--- src/rtl/x31_in_driver.sv ---
// Side-band writer for x31: debounced trigger flag, 1-second tick flag and seconds count,
// merged read-modify-write into the register file with retry on CPU write collisions.
module x31_in_driver #(
  parameter int DATA_WIDTH      = 32,
  parameter int TICK_DIV        = 50_000_000,
  parameter int DEBOUNCE_CYCLES = 1_000_000
) (
  input  logic                  clk,
  input  logic                  rst_n,
  input  logic                  trigger_raw,
  input  logic                  cpu_we,
  input  logic [4:0]            cpu_ad,
  input  logic [DATA_WIDTH-1:0] x31_out,
  output logic [DATA_WIDTH-1:0] x31_in,
  output logic                  in_EN,
  output logic [15:0]           seconds
);

  localparam int DB_W = $clog2(DEBOUNCE_CYCLES + 1);
  localparam logic [DB_W-1:0] DB_MAX = DB_W'(DEBOUNCE_CYCLES);
  localparam int PRE_W = $clog2(TICK_DIV);
  localparam logic [PRE_W-1:0] PRE_MAX = PRE_W'(TICK_DIV - 1);

  typedef enum logic [1:0] {
    IDLE,
    ARM,
    PRESSED,
    REL
  } db_state_t;

  db_state_t        state;
  db_state_t        state_next;
  logic [DB_W-1:0]  db_cnt;
  logic [DB_W-1:0]  db_cnt_next;
  logic             sync_q;
  logic             trig_s;
  logic             trig_evt;
  logic [PRE_W-1:0] pre_cnt;
  logic             tick_evt;
  logic             trig_pend;
  logic             tick_pend;
  logic             collision;
  logic             clear_ok;

  always_ff @(posedge clk or negedge rst_n) begin
    if (!rst_n) begin
      sync_q <= 1'b0;
      trig_s <= 1'b0;
    end else begin
      sync_q <= trigger_raw;
      trig_s <= sync_q;
    end
  end

  always_ff @(posedge clk or negedge rst_n) begin
    if (!rst_n) begin
      state  <= IDLE;
      db_cnt <= '0;
    end else begin
      state  <= state_next;
      db_cnt <= db_cnt_next;
    end
  end

  // The counter restarts at 1 on each level change so the first stable sample already counts.
  always_comb begin
    state_next  = state;
    db_cnt_next = db_cnt;
    case (state)
      IDLE: begin
        if (trig_s) begin
          state_next  = ARM;
          db_cnt_next = DB_W'(1);
        end
      end
      ARM: begin
        if (!trig_s) begin
          state_next = IDLE;
        end else if (db_cnt == DB_MAX) begin
          state_next = PRESSED;
        end else begin
          db_cnt_next = db_cnt + 1'b1;
        end
      end
      PRESSED: begin
        if (!trig_s) begin
          state_next  = REL;
          db_cnt_next = DB_W'(1);
        end
      end
      REL: begin
        if (trig_s) begin
          state_next = PRESSED;
        end else if (db_cnt == DB_MAX) begin
          state_next = IDLE;
        end else begin
          db_cnt_next = db_cnt + 1'b1;
        end
      end
      default: begin
        state_next  = IDLE;
        db_cnt_next = '0;
      end
    endcase
  end

  always_comb begin
    trig_evt = 1'b0;
    if (state == ARM && trig_s && db_cnt == DB_MAX) begin
      trig_evt = 1'b1;
    end
  end

  assign tick_evt = (pre_cnt == PRE_MAX);

  always_ff @(posedge clk or negedge rst_n) begin
    if (!rst_n) begin
      pre_cnt <= '0;
      seconds <= 16'd0;
    end else if (tick_evt) begin
      pre_cnt <= '0;
      seconds <= seconds + 16'd1;
    end else begin
      pre_cnt <= pre_cnt + 1'b1;
    end
  end

  // A CPU write to x31 overrides our side-band write, so the flags must survive it and retry.
  assign collision = cpu_we && (cpu_ad == 5'd31);
  assign clear_ok  = in_EN && !collision;

  always_ff @(posedge clk or negedge rst_n) begin
    if (!rst_n) begin
      trig_pend <= 1'b0;
      tick_pend <= 1'b0;
    end else begin
      trig_pend <= trig_evt || (trig_pend && !clear_ok);
      tick_pend <= tick_evt || (tick_pend && !clear_ok);
    end
  end

  assign in_EN  = trig_pend || tick_pend;
  assign x31_in = {seconds, x31_out[15:2], x31_out[1] | tick_pend, x31_out[0] | trig_pend};

endmodule

--- config.mk ---
export PLATFORM = sky130hd
export DESIGN_NAME = x31_in_driver
export DESIGN_NICKNAME = d
export VERILOG_FILES = /design/src/rtl/x31_in_driver.sv
export SDC_FILE = /design/constraint.sdc
export NUM_CORES = 1
export LEC_CHECK = 0
export ABC_AREA = 1
export CAP_MARGIN = 20
export CORE_ASPECT_RATIO = 0.8
export CORE_UTILIZATION = 40
export CTS_CLUSTER_SIZE = 30
export DETAILED_ROUTE_END_ITERATION = 8
export RECOVER_POWER = 25
export SYNTH_ARGS = -nofsm -noshare
export SYNTH_HDL_FRONTEND = slang
export SYNTH_SLANG_ARGS = --single-unit
--- constraint.sdc ---
create_clock -name clk -period 2.58 [get_ports clk]
set_clock_uncertainty 0.1 [all_clocks]
set_input_delay 0.258 -clock clk [delete_from_list [all_inputs] [get_ports clk]]
set_output_delay 0.258 -clock clk [all_outputs]
set_load 0.02 [all_outputs]
; ---- Word-level counts from Yosys, hierarchy flattened
; Index checks and enable logic that the tools add are counted.
[word_totals]
reg_bits = 68
input_bits = 41
elab_cells = 54
[op_classes]
addsub = 3
eq_ne = 12
muxes = 15
bitwise_logic = 2
reduce_logical = 14
[ops]
columns = op, n
row1 = $mux 20, 5
row2 = $pmux 20 s4, 1
row3 = $add 26x1->26 const B, 1
row4 = $eq 26x26->1 const B, 1
row5 = $mux 26, 1
row6 = $add 20x1->20 const B, 1
row7 = $eq 20x20->1 const B, 1
row8 = $add 16x1->16 const B, 1
row9 = $mux 2, 6
row10 = $ne 2x2->1 const B, 4
row11 = $pmux 2 s4, 1
row12 = $reduce_and 4->1, 2
row13 = $logic_and 1x1->1, 6
row14 = $ne 3x3->1 const B, 2
row15 = $eq 5x5->1 const B, 1
row16 = $eq 2x2->1 const B, 2
row17 = $logic_or 1x1->1, 3
row18 = $eq 2x1->1 const B, 1
row19 = $logic_not 1->1, 2
row20 = $logic_not 2->1, 1
row21 = $or 1x1->1, 2
row22 = $mux 1, 1

; ---- Longest topological paths before layout
; Gate-level depths: netlist (run 1).
[logic_depth]
ltp_word = 7
ltp_mapped = 11
ltp_nobuf = 11

; ---- Worst setup path after synthesis (run 1)
; Ideal clock, no wire load.
[synth_path]
path_kind = reg-to-reg
start = register pre_cnt[0]
end = register pre_cnt[15]
setup_time_ns = 0.119
arrival_ns = 1.397
required_time_ns = 2.361
setup_slack_ns = 0.964
stages_incl_launch_ff = 9
period_less_slack_ns = 1.616
path_cell_list = dfrtp_1 > ha_1 > nand2_1 > nor2_4 > nand4_1 > nand3b_4 > nor2_4 > buf_4 > nor2_1
[synth_via]
elab_chain_cells = 2
word_cells_on_any_way = 3
classes_between = add/sub (1) / eq/ne (1) / mux (1)
[synth_lines]
columns = element, line_no
row1 = start: declaration, 38  ; logic [PRE_W-1:0] pre_cnt;
row2 = start signal: assignment, 124  ; pre_cnt <= pre_cnt + 1'b1;
row3 = $add 26x1->26 or $eq 26x26->1 (tied branches), "124, 114"
row4 = $mux 26 *, 120  ; end else if (tick_evt) begin
; Mark *: on every way between the ends. The rest lies on a longest branch, timed or not.
; A chain may end at the register's enable or synchronous reset.

; ---- Final worst setup path (run 1)
[layout_path]
start = register pre_cnt[0]
end = register seconds[4]
[layout_via]
elab_chain_cells = 1
[layout_lines]
columns = element, line_no
row1 = $eq 26x26->1, 114  ; assign tick_evt = (pre_cnt == PRE_MAX);
row2 = end signal: assignment, 122  ; seconds <= seconds + 16'd1;
row3 = end: declaration, 16  ; output logic [15:0] seconds
; No other way between the ends.

==> run summary, run 1 <==
I/O pins: 90
RSZ-0062 raised after global routing: no
Sw Ratio: 0.2385
ANT nets after route: 0
Leakage: 2.289 nW
R2R depth: 8
Skew-Pair Late Insertion Delay: 0.33 ns
Power, Total: 0.002374 W
Sequential area share after synthesis: 0.3827
DP Area: 0.004796 mm2
Chip Height: 96.31 um
Sequential share of power: 0.479
Pwr per Cell Area: 469.0 mW/mm2
Fmax: 490.4 MHz
Cell taking the most area after synthesis: dfrtp_1
Worst path slowest cell: nor2_4
Crit path cell chain: ha_1, nand2_1, nor2_4, nand4_1, nand3b_4, nor2_4, nand2_1, nand2_1
Main synth FF type: dfrtp_1
Area share of the largest cell type after synthesis: 0.3827
CP max FO: 24
Most common cell on crit path: nand2_1
Hpwl dp: 7340 um
Finish-stage setup viols: 0
Clk network pwr share: 0.456
Slew HR: -0.06671
Grt met2 use: 0.2789
Total gr overflow: 0
Total number of vias: 3834
Core area: 0.01085 mm2
Fillers: 1076
GR Util met3: 0.04621
GPL Wtd Cong: 0.9210
Die X: 119.9 um
Wirelength per Cell: 12.65 um
Total global-route track usage: 0.1831
Synth area leaders: dfrtp_1 38%, nand2_1 16%, nor2_1 7.8%
Setup TNS: 0 ns
TritonCTS buffer count: 9
Global routing usage on met1: 0.2515
CP arrival: 2.20 ns
1st-iter DRT viols: 260
Root buffer cell: clkbuf_16
Outcome: complete, but fails checks
Period Utilization, post-route: 0.7903
Share of cells above drive strength 1: 0.07680
Vias in the first global route: 3452
Worst setup SP type: flip-flop
Asr flop ratio synth: 1.000
Area occupied by multi-input gates: 0.002201 mm2
Most frequent cells after synthesis: 191 x nand2_1, 92 x nor2_1, 68 x dfrtp_1
N_diodes: 0
GR peak layer: met2
Cell family with most CP delay: simple AND/OR/NAND/NOR gates
Slowest stage delay, CP: 0.49 ns
Top-count cell post-synth: nand2_1
Register Area: 0.001702 mm2
First-pass GRT wire length: 16470 um
PortBufs: 45
# Post-CTS Setup Buffers: 0
Finished Core Util: 0.4667
Vias/cell: 4.903
Slew @ Worst Pin: 1.600 ns
Worst hold path class: reg2reg
Crit path kind: reg2reg
Die Area: 0.01155 mm2
Post-Syn Area per Cell: 7.219 um2
CP bufs+invs: 0
CTS Sinks: 68
Logic pwr share: 0.064
Number of cells on the critical path: 8
MaxCap Viol Count: 1
Htree depth: 3
Worst EP required: 2.75 ns
Clk slew on worst S/H paths: 0.05 ns
Initial antenna violation count: 0
Failing checks: capacitance limit, slew limit
Minimum clock period: 2.039 ns
Largest net degree at the start of global routing: 44
Worst hold stages: 0
Routed wire length: 9892 um
Synth Register Bits: 68
Psw: 0.0005662 W
Yosys cell types: 32
Area delta synth->final: 13.84%
NumNets Final: 680
Post-cts resize count: 0
Cells after synthesis: 616
DRC errors left: 0
Row Count: 34
Synth Warn #: 0
Final Hold Fails: 0
CTS tree: built
Number of iterations in the first detailed-routing pass: 5
Synthesized cell area: 0.004447 mm2
Max-slew violations: 26
Internal power: 0.001808 W
Longest Clk Path Bufs: 2
Initial Util: 0.4099
Post-synth EDFFs: 0
Synthesized Nets: 661
Crit. End Element: flip-flop
Peak supply drop: 269.0 uV
Fin area: 0.005062 mm2
==> logic make-up after synthesis <==
logic type / count (synthesis) / synth area share
AOI/OAI and AO/OA: 19 / 0.02138
xor gates and xnor gates: 39 / 0.07682
adders and majority gates: 4 / 0.01126
buffers and inverters: 105 / 0.1224
DFF: 68 / 0.3827
and+or+nand+nor: 381 / 0.3855
==> flip-flops by register name (all words and copies together), names as in the netlist, named ones only <==
signal / count
trig_s: 1
pre_cnt: 26
tick_pend: 1
sync_q: 1
seconds: 16
trig_pend: 1
state: 1
db_cnt: 20
==> per-stage QoR <==
step           setup slack, ns  cells  hold WS (ns)
6_report                0.5410    782        0.2454
2_1_floorplan           0.9645    616       -0.1376
5_1_grt                 0.3332    782        0.2524
3_3_place_gp            0.5768    767        0.2186
3_5_place_dp            0.5293    767        0.2170
4_1_cts                 0.5116    782        0.2487
==> worst paths after layout <==
kind	start	to	slack, ns
max	pre_cnt[0]	seconds[4]	0.54
max in group asynchronous	rst_n	pre_cnt[24]	0.67
max reg2reg	pre_cnt[0]	seconds[4]	0.54
min	sync_q	trig_s	0.25
min in group asynchronous	rst_n	db_cnt[6]	0.77
min reg2reg	sync_q	trig_s	0.25
==> power by group through the flow <==
stage | Combinational (W) | Clock [W] | Sequential, W
2_1_floorplan | 0.000148 | 0 | 0.00113
3_3_place_gp | 0.000151 | 0 | 0.00116
3_5_place_dp | 0.000154 | 0 | 0.00116
4_1_cts | 0.000156 | 0.00112 | 0.00114
5_1_grt | 0.000178 | 0.00116 | 0.00114
6_report | 0.000153 | 0.00108 | 0.00114
==> cells in the final DEF (no fill, tap or decap), types with 9 or more instances in the layout <==
cell,count
clkbuf_16,9
clkdlybuf4s50_1,43
dfrtp_1,68
inv_1,60
nand2_1,191
nand3_1,37
nand4_1,12
nor2_1,92
nor3_1,14
o21ai_0,9
xor2_1,32
==> what timing repair did <==
item | CTS | global route
setup endpoints to repair | 0 | 0
endpoints found under the hold margin | 25 | 0
hold buffers | 1 | 0
==> layer usage <==
layer	vias up	wire, um	share of wire
li1	1916	-	-
met1	1782	4975	0.50
met2	119	4210	0.43
met3	17	556	0.056
met4	0	148	0.015
met5	-	0	0
==> area by class of cell <==
cell class	instances	area share
sequential	68	0.3361
clock inverter	3	0.002966
tap	144	0.03559
timing repair buffer	47	0.09367
multi-input combinational	443	0.4347
inverter	66	0.04894
clock buffer	11	0.04795
(Power assumes the default switching activity.)
==> run 2: changes to the inputs <==
--- a/config.mk
+++ b/config.mk
@@ -11,6 +11,7 @@
 export CORE_UTILIZATION = 40
 export CTS_CLUSTER_SIZE = 30
 export DETAILED_ROUTE_END_ITERATION = 8
+export PLACE_DENSITY = 0.67
 export RECOVER_POWER = 25
 export SYNTH_ARGS = -nofsm -noshare
 export SYNTH_HDL_FRONTEND = slang
==> constraint.sdc (replaced) <==
create_clock -name clk -period 1.85 [get_ports clk]
set_clock_uncertainty 0.1 [all_clocks]
set_input_delay 0.185 -clock clk [delete_from_list [all_inputs] [get_ports clk]]
set_output_delay 0.185 -clock clk [all_outputs]
set_load 0.02 [all_outputs]
==> run summary, run 2 (synthesis results as in run 1) <==
Worst hold path class: reg2reg (unchanged)
I/O pins: 90 (unchanged)
Finished Core Util: 0.4839 (was 0.4667)
Slew @ Worst Pin: 0.7607 ns (was 1.600 ns)
DRC errors left: 0 (unchanged)
Minimum clock period: 1.777 ns
Metal3 WL: 529 um (was 556 um)
Largest register FFs: 26 (unchanged)
Vias in the first global route: 3475 (was 3452)
Worst setup path start: seconds[3] (was pre_cnt[0])
Crit path kind: reg2out (was reg2reg)
CTS tree: built (unchanged)
Die Area: 0.01155 mm2 (unchanged)
Finish-stage setup viols: 0 (unchanged)
Commonest non-fill, non-tap cells in the layout: 190 x nand2_1, 92 x nor2_1, 68 x dfrtp_1 (was 191 x nand2_1, 92 x nor2_1, 68 x dfrtp_1)
Area delta synth->final: 18.04% (was 13.84%)
CTS Sinks: 68 (unchanged)
Share of cells above drive strength 1: 0.1038 (was 0.07680)
NumNets Final: 695 (was 680)
PortBufs: 45 (unchanged)
Core area: 0.01085 mm2 (unchanged)
Peak supply drop: 426.6 uV (was 269.0 uV)
Number of instances in the placed design: 780 (was 767)
GPL Wtd Cong: 0.9566 (was 0.9210)
Period Utilization, post-route: 0.9605
CP arrival: 1.49 ns (was 2.20 ns)
First-pass GRT wire length: 16540 um (was 16470 um)
Initial Util: 0.4099 (unchanged)
Commonest non-fill, non-tap cell in the layout: nand2_1 (unchanged)
MaxCap Viol Count: 0 (was 1)
Setup TNS: 0 ns (unchanged)
Leakage: 2.403 nW (was 2.289 nW)
Crit. End Element: output port (was flip-flop)
Fmax: 562.8 MHz
Cell family with most CP delay: buffers and inverters (was simple AND/OR/NAND/NOR gates)
Finished Layout Cells: 799 (was 782)
WL met2: 4433 um (was 4210 um)
Worst path slowest cell: clkdlybuf4s50_1 (was nor2_4)
Wl on met1: 5007 um (was 4975 um)
CP max FO: 7 (was 24)
Flop2flop setup slack: 0.12 ns (was 0.54 ns)
CP bufs+invs: 1 (was 0)
Hpwl dp: 7368 um (was 7340 um)
N_diodes: 0 (unchanged)
Reg-to-reg startpoint: db_cnt[1] (was pre_cnt[0])
Initial antenna violation count: 0 (unchanged)
Slew HR: 0.4929 (was -0.06671)
Number of cells on the critical path: 1 (was 8)
Total number of vias: 3896 (was 3834)
Max-slew violations: 0 (was 26)
Outcome: finished clean (was complete, but fails checks)
Wirelength per Cell: 12.64 um (was 12.65 um)
Vias/cell: 4.876 (was 4.903)
Clk slew on worst S/H paths: 0.06 ns (was 0.05 ns)
Fillers: 1059 (was 1076)
Row Count: 34 (unchanged)
RSZ-0062 raised after global routing: yes (was no)
Power, Total: 0.003600 W (was 0.002374 W)
TritonCTS buffer count: 9 (unchanged)
R2R depth: 8 (unchanged)
Largest Register: pre_cnt (unchanged)
Crit path cell chain: clkdlybuf4s50_1 (was ha_1, nand2_1, nor2_4, nand4_1, nand3b_4, nor2_4, nand2_1, nand2_1)
Longest Clk Path Bufs: 2 (unchanged)
Pwr per Cell Area: 686.0 mW/mm2 (was 469.0 mW/mm2)
Worst setup SP type: flip-flop (unchanged)
Root buffer cell: clkbuf_16 (unchanged)
Routed wire length: 10100 um (was 9892 um)
Highest metal layer with signal wires: met4 (unchanged)
Total gr overflow: 0 (unchanged)
Worst r2r dst: db_cnt[1] (was seconds[4])
Total global-route track usage: 0.1845 (was 0.1831)
Top flop regs: pre_cnt (26), db_cnt (20), seconds (16) (unchanged)
ANT nets after route: 0 (unchanged)
Largest net degree at the start of global routing: 57 (was 44)
Worst EP required: 1.56 ns (was 2.75 ns)
Skew-Pair Late Insertion Delay: 0.34 ns (was 0.33 ns)
Crit path capture: seconds[3] (was seconds[4])
Chip Height: 96.31 um (unchanged)
1st-iter DRT viols: 300 (was 260)
Final Hold Fails: 0 (unchanged)
Die X: 119.9 um (unchanged)
Slowest stage delay, CP: 0.66 ns (was 0.49 ns)
Htree depth: 3 (unchanged)
Number of iterations in the first detailed-routing pass: 5 (unchanged)
[run 2: cell count changes in the layout (fill, tap and decap cells not counted), moves of 2 or more]
cell / change
buf_4: +11
buf_6: +3
clkdlybuf4s50_1: -3
clkinvlp_4: +2
dlygate4sd2_1: +2
[run 2: how the worst min path moves through the flow]
stage          cells after the start  slack [ns]   startpoint         end
3_3_place_gp                       1        0.01        rst_n  db_cnt[15]
2_1_floorplan                      0       -0.21        rst_n   async pin
4_1_cts                            1        0.19  trigger_raw      sync_q
6_report                           0        0.25       sync_q      trig_s
3_5_place_dp                       1        0.01        rst_n  db_cnt[15]
5_1_grt                            0        0.26       sync_q      trig_s
[run 2: repair_timing]
action | 4_1_cts | 5_1_grt
cloned | 0 | 1
pin swaps | 0 | 1
hold endpoints to repair | 12 | 0
setup endpoints to repair | 2 | 30
setup buffers | 0 | 1
hold buffers | 1 | 0
resized for setup | 2 | 7
[run 2: area by class of cell]
type                            instances  area, um2  area share
Clock buffer                           10      239.0     0.04553
Clock inverter                          6      63.81     0.01216
Inverter                               66      247.7     0.04720
Multi-Input combinational cell        444       2226      0.4241
Sequential cell                        68       1702      0.3242
Tap cell                              144      180.2     0.03433
Timing Repair Buffer                   61      590.6      0.1125
[run 2: layer usage]
| metal | vias to the layer above | global-route usage |
|---|---|---|
| li1 | 1953 | - |
| met1 | 1825 | 0.2526 |
| met2 | 101 | 0.2823 |
| met3 | 17 | 0.05332 |
| met4 | 0 | 0.05417 |
| met5 | - | 0 |
[run 2: metrics by stage]
stage	hold WS (ns)	area, um2	setup slack, ns
2_1_floorplan	-0.2106	4447	0.2345
3_3_place_gp	0.01437	4906	0.1203
3_5_place_dp	0.01454	4906	0.06715
4_1_cts	0.1874	5216	0.005827
5_1_grt	0.2557	5249	-0.02728
6_report	0.2497	5249	0.07311
[run 2: report_power, final]
group | leakage (nW) | total, W | switching (W) | internal (W)
clock | 0.144 | 0.00174 | 0.000662 | 0.00108
sequential | 0.925 | 0.00158 | 0.0000534 | 0.00152
combinational | 1.33 | 0.000286 | 0.000173 | 0.000113
total | 2.40 | 0.00360 | 0.000889 | 0.00271
